==> src/rtl/sync_tx_pkg.sv <==
// Shared line codes, FSM states and defaults for the sync_tx line transmitter.
package sync_tx_pkg;
  // Line states as {k, j}; 2'b11 is never driven.
  localparam logic [1:0] LINE_J   = 2'b01;
  localparam logic [1:0] LINE_K   = 2'b10;
  localparam logic [1:0] LINE_SE0 = 2'b00;

  typedef enum logic [2:0] {IDLE, SYNC, DATA, STUFF, EOP, EOPJ} tx_state_e;

  localparam int DEF_DATA_W    = 8;
  localparam int DEF_SYNC_LEN  = 8;
  localparam int DEF_STUFF_RUN = 6;
  localparam int DEF_EOP_SE0   = 2;

  function automatic logic [1:0] line_toggle(input logic [1:0] l);
    return (l == LINE_K) ? LINE_J : LINE_K;
  endfunction
endpackage

==> src/rtl/nrzi_stuff_enc.sv <==
// NRZI encoder: a 1 holds the line, a 0 or stuff toggles it; tracks the run of 1s.
module nrzi_stuff_enc import sync_tx_pkg::*; #(
  parameter int STUFF_RUN = DEF_STUFF_RUN,
  parameter int CNT_W     = 4
)(
  input  logic       CLK,
  input  logic       RST,
  input  logic       clr,
  input  logic       bit_valid,
  input  logic       bit_in,
  input  logic       stuff_en,
  input  logic [1:0] line_cur,
  output logic [1:0] line_next,
  output logic       stuff_req
);
  logic [CNT_W-1:0] ones;

  always_ff @(posedge CLK or negedge RST) begin
    if (!RST)                 ones <= '0;
    else if (clr || stuff_en) ones <= '0;
    else if (bit_valid)       ones <= bit_in ? ones + 1'b1 : '0;
  end

  assign line_next = (bit_valid && bit_in) ? line_cur : line_toggle(line_cur);
  // Run already on the line has reached the limit: the next slot must be a stuff.
  assign stuff_req = (ones == CNT_W'(STUFF_RUN));
endmodule

==> src/rtl/sync_tx.sv <==
// sync_tx: SYNC + NRZI/bit-stuffed payload (LSB first) + EOP on the k/j line pair.
module sync_tx import sync_tx_pkg::*; #(
  parameter int DATA_W    = DEF_DATA_W,
  parameter int SYNC_LEN  = DEF_SYNC_LEN,
  parameter int STUFF_RUN = DEF_STUFF_RUN,
  parameter int EOP_SE0   = DEF_EOP_SE0
)(
  input  logic              CLK,
  input  logic              RST,
  input  logic              tx_start,
  input  logic [DATA_W-1:0] tx_data,
  output logic              tx_busy,
  output logic              tx_done,
  output logic              k,
  output logic              j,
  output logic              tx_en
);
  localparam int M1    = (DATA_W > SYNC_LEN) ? DATA_W : SYNC_LEN;
  localparam int M2    = (M1 > STUFF_RUN) ? M1 : STUFF_RUN;
  localparam int M3    = (M2 > EOP_SE0) ? M2 : EOP_SE0;
  localparam int CNT_W = $clog2(M3 + 1);

  localparam logic [CNT_W-1:0] SYNC_LAST = CNT_W'(SYNC_LEN - 1);
  localparam logic [CNT_W-1:0] SYNC_ALT  = CNT_W'(SYNC_LEN - 2);
  localparam logic [CNT_W-1:0] DATA_END  = CNT_W'(DATA_W);
  localparam logic [CNT_W-1:0] EOP_END   = CNT_W'(EOP_SE0);

  tx_state_e         state, state_n;
  logic [CNT_W-1:0]  cyc, cyc_n, bit_cnt, bit_cnt_n;
  logic [DATA_W-1:0] sh, sh_n;
  logic [1:0]        line, line_n, line_next;
  logic              en_n, busy_n, done_n;
  logic              bit_valid, stuff_en, stuff_req, clr;

  // Alternating K/J from index 0, the final two slots both K.
  function automatic logic [1:0] sync_sym(input logic [CNT_W-1:0] c);
    return (c >= SYNC_ALT || !c[0]) ? LINE_K : LINE_J;
  endfunction

  // Emission strobes kept outside the FSM block so the encoder feeds back without a comb loop.
  assign bit_valid = (state == SYNC  && cyc == SYNC_LAST) ||
                     (state == DATA  && !stuff_req && bit_cnt != DATA_END) ||
                     (state == STUFF && bit_cnt != DATA_END);
  assign stuff_en  = (state == DATA) && stuff_req;
  assign clr       = (state == IDLE);

  nrzi_stuff_enc #(.STUFF_RUN(STUFF_RUN), .CNT_W(CNT_W)) u_enc (
    .CLK(CLK), .RST(RST), .clr(clr), .bit_valid(bit_valid), .bit_in(sh[0]),
    .stuff_en(stuff_en), .line_cur(line), .line_next(line_next), .stuff_req(stuff_req)
  );

  always_ff @(posedge CLK or negedge RST) begin
    if (!RST) begin
      state   <= IDLE;
      cyc     <= '0;
      bit_cnt <= '0;
      sh      <= '0;
      line    <= LINE_J;
      tx_en   <= 1'b0;
      tx_busy <= 1'b0;
      tx_done <= 1'b0;
    end else begin
      state   <= state_n;
      cyc     <= cyc_n;
      bit_cnt <= bit_cnt_n;
      sh      <= sh_n;
      line    <= line_n;
      tx_en   <= en_n;
      tx_busy <= busy_n;
      tx_done <= done_n;
    end
  end

  // Next values describe what the line shows in the following cycle.
  always_comb begin
    state_n   = state;
    cyc_n     = cyc;
    bit_cnt_n = bit_cnt;
    sh_n      = sh;
    line_n    = line;
    en_n      = tx_en;
    busy_n    = tx_busy;
    done_n    = 1'b0;
    if (bit_valid) begin
      state_n   = DATA;
      line_n    = line_next;
      sh_n      = sh >> 1;
      bit_cnt_n = bit_cnt + 1'b1;
    end else begin
      case (state)
        IDLE: if (tx_start) begin
          state_n   = SYNC;
          sh_n      = tx_data;
          cyc_n     = '0;
          bit_cnt_n = '0;
          line_n    = LINE_K;
          en_n      = 1'b1;
          busy_n    = 1'b1;
        end
        SYNC: begin
          cyc_n  = cyc + 1'b1;
          line_n = sync_sym(cyc + 1'b1);
        end
        DATA, STUFF: begin
          if (stuff_en) begin
            state_n = STUFF;
            line_n  = line_next;
          end else begin
            state_n = EOP;
            cyc_n   = CNT_W'(1);
            line_n  = LINE_SE0;
          end
        end
        EOP: begin
          if (cyc == EOP_END) begin
            state_n = EOPJ;
            line_n  = LINE_J;
          end else begin
            cyc_n   = cyc + 1'b1;
          end
        end
        EOPJ: begin
          state_n = IDLE;
          cyc_n   = '0;
          line_n  = LINE_J;
          en_n    = 1'b0;
          busy_n  = 1'b0;
          done_n  = 1'b1;
        end
        default: state_n = IDLE;
      endcase
    end
  end

  assign k = line[1];
  assign j = line[0];
endmodule

==> config.mk <==
export PLATFORM = sky130hd
export DESIGN_NAME = sync_tx
export DESIGN_NICKNAME = d
export VERILOG_FILES = /design/src/rtl/sync_tx_pkg.sv /design/src/rtl/nrzi_stuff_enc.sv /design/src/rtl/sync_tx.sv
export SDC_FILE = /design/constraint.sdc
export NUM_CORES = 1
export LEC_CHECK = 0
export ABC_AREA = 1
export BUFFER_PORTS_ARGS = -buffer_cell sky130_fd_sc_hd__clkbuf_2
export CAP_MARGIN = 20
export CORE_MARGIN = 1
export CORE_UTILIZATION = 62
export CTS_CLUSTER_DIAMETER = 50
export DETAILED_ROUTE_END_ITERATION = 10
export PLACE_DENSITY = 0.83
export SLEW_MARGIN = 20
export SYNTH_ARGS = -nofsm -noshare
export SYNTH_HDL_FRONTEND = slang
export SYNTH_SLANG_ARGS = --single-unit
==> constraint.sdc <==
create_clock -name CLK -period 2.5 [get_ports CLK]
set_input_delay 0.5 -clock CLK [delete_from_list [all_inputs] [get_ports CLK]]
set_output_delay 0.5 -clock CLK [all_outputs]
set_load 0.01 [all_outputs]
==> impl_metrics.py <==
metrics = {
    "finish": {
        "drive_gt1_share_pct": 17.3,
        "most-common-layout-cells": "nand2_1 (43), inv_1 (27), dfrtp_1 (26), nand3_1 (17), nor2_1 (16)",
        "layout.nets": 227,
        "mostFrequentLayoutCell": "nand2_1",
        "fin_area_sq_um": 1650,
        "num-fill-cells": 177,
        "diodes": 0,
        "area_delta_synth_final_pct": 7.35,
    },
    "drt": {
        "drt_pass1_iterations": 4,
        "drcViolationCount": 0,
        "drt.antenna.violating_nets": 0,
        "wl_per_cell_microns": 13.8,
        "drt_iter0_markers": 38,
        "routed_wirelength_microns": 3270,
        "route.vias.total": 1334,
        "post_drt_via_cell_ratio": 5.65,
    },
    "setup_path": {
        "cp.buffers_inverters": 3,
        "path_cells": "inv_1 > ha_1 > inv_1 > nor2_1 > nand2_1 > nand3_2 > nand2_4 > inv_2 > nand2_2 > nor2_4 > nand2_1 > o21ai_0",
        "arrival_ns": 2.19,
        "cp_max_fo": 13,
        "crit_slowest_cell": "dfrtp_1",
        "critical_path_class": "reg2reg",
        "worst_path_largest_cell_delay_ns": 0.44,
        "critPathLaunchType": "flop",
        "cp-end-kind": "flop",
        "cp_top_family": "simple AND/OR/NAND/NOR gates",
        "crit_required_ns": 2.76,
    },
    "sta": {
        "setup_viol": 0,
        "fin_crit_ns": 1.93,
        "tns_ns": 0,
        "report.final.slew_viol_count": 0,
        "fmax_ghz": 0.518,
        "slew_headroom_pct": 55.4,
        "rsz0062_at_grt": "no",
        "clock_skew_ns": 0.00343,
        "timing_hold_violations_final": 0,
        "final.period_utilization_pct": 77.2,
        "tightest_slew_ns": 0.669,
    },
    "synth": {
        "syn_area_sq_um": 1530,
        "syn_nets": 210,
        "synthArstFlopShare_pct": 100,
        "ys.flop_type": "dfrtp_1",
        "syn_area_per_cell_sq_um": 7.98,
        "ys_ff_latch": 27,
        "synth_edf_count": 0,
        "synthCells": 192,
        "yosys.cell_types.count": 28,
        "ys_warn_count": 0,
        "yosysSeqAreaShare_pct": 44.2,
    },
    "pwr": {
        "pwr-share-seq_pct": 37.9,
        "leakage_nw": 0.832,
        "intPower_w": 0.000989,
        "ir_worst_vdd_mv": 0.770,
        "powerDensity_nw_per_um2": 1140,
        "pwr-share-comb_pct": 51.8,
        "swShare_pct": 47.4,
        "clkPwrFrac_pct": 10.3,
        "power_switching_w": 0.000891,
    },
    "clock_network": {
        "hold_buffers": 0,
        "cts_tree": "done",
        "clock-sinks": 27,
        "cts_resized": 0,
        "cts_buffers": 3,
        "clk_latency_ns": 0.32,
        "clockBufferDepth": 2,
        "cts.clk_slew.worst_paths_ns": 0.15,
        "cts_setup_buffers": 0,
        "htreeDepth": 1,
        "cts-root-buf": "clkbuf_4",
    },
    "run_status": {
        "run_status": "finished clean",
    },
    "place": {
        "post_dp_cell_area_sq_um": 1620,
        "port-buffer-count": 15,
        "gp_congestion": 0.864,
        "hpwlAfterDp_microns": 2520,
    },
    "global_routing": {
        "grt_max_degree": 28,
        "overflow": 0,
        "antenna_found_initial": 0,
        "grt_usage_pct": 26.9,
        "grt_first_pass_wirelength_microns": 5390,
        "grt_pass1_vias": 1332,
    },
    "floorplanning": {
        "die_h_microns": 51.7,
        "rows": 17,
        "start_util_pct": 67.3,
        "die_w_microns": 51.7,
        "pin_count": 16,
        "core-area_sq_um": 2280,
        "dieArea_sq_um": 2670,
    },
    "job": {
        "drv_cap": 0,
    },
    "hold_path": {
        "hold_path.class": "in2async",
    },
}
[through the flow]
stage | cells | setup slack, ns | power [W] | hold WS [ns] | util, %
6_report | 236 | 0.571 | 0.00188 | 0.177 | 72.3
5_1_grt | 236 | 0.401 | 0.00202 | 0.234 | 72.3
4_1_cts | 236 | 0.596 | 0.00186 | 0.203 | 72.3
3_5_place_dp | 232 | 0.639 | 0.00168 | 0.460 | 71.1
3_3_place_gp | 232 | 0.769 | 0.00161 | 0.456 | 71.1
2_1_floorplan | 192 | 1.05 | 0.00145 | 0.204 | -
[layout make-up]
cell class	instances	area (sq um)	share of cell area, %
Clock buffer	4	26.3	1.60
Inverter	31	116	7.07
Multi-Input combinational cell	131	716	43.5
Sequential cell	27	677	41.1
Tap cell	28	35.0	2.13
Timing Repair Buffer	15	75.1	4.56
[state kept, by name, indices dropped and copies added, names as in the netlist]
name	cells
sh	8
bit_cnt	4
cyc	4
u_enc.ones	4
state	3
line	2
tx_done	1
tx_en	1
[cell families (layout without fill, tap and decap cells)]
family,count (synthesis),in the layout,synth area share [%]
adder cells (fa/ha/maj),7,7,5.71
XOR/XNOR,4,4,2.29
AND/OR/NAND/NOR,90,90,27.3
buffers and inverters,34,50,9.14
flip-flops,27,27,44.2
AO/OA/AOI/OAI,30,30,11.3
[power groups by stage]
stage / Combinational [W] / Sequential, W / Clock [W]
3_3_place_gp: 0.000901 / 0.000709 / 0
4_1_cts: 0.000961 / 0.000709 / 0.000190
2_1_floorplan: 0.000744 / 0.000705 / 0
3_5_place_dp: 0.000957 / 0.000719 / 0
6_report: 0.000974 / 0.000713 / 0.000193
5_1_grt: 0.00109 / 0.000729 / 0.000205
[routing by layer]
metal,vias to the layer above,GRT usage (%),routed length [microns]
met5,-,0,0
met4,0,9.46,48
met3,8,2.63,115
met2,36,50.6,1680
met1,644,31.2,1420
li1,646,-,-
[synth_stat cells, drive strengths merged, types with 2 or more instances]
library cell,n,area share [%]
a21oi,9,2.9
buf,3,1.6
dfrtp,26,42
ha,7,5.7
inv,31,7.6
nand2,46,12
nand3,18,6.2
nor2,23,7.8
o211ai,5,2.4
o21ai,12,4.2
o22ai,2,0.82
xor2,3,1.7
[worst paths after layout]
path | from | end | slack (ns) | depth (start not counted)
max | u_enc.ones[0] | cyc[0] | 0.57 | 12
min | RST | tx_done | 0.18 | 1
max reg2reg | u_enc.ones[0] | cyc[0] | 0.57 | 12
min reg2reg | sh[7] | sh[7] | 0.49 | 2
max in group asynchronous | RST | sh[3] | 1.90 | 1
min in group CLK | tx_data[7] | sh[7] | 0.37 | 3
No activity file was read; power rests on OpenSTA's default activity.
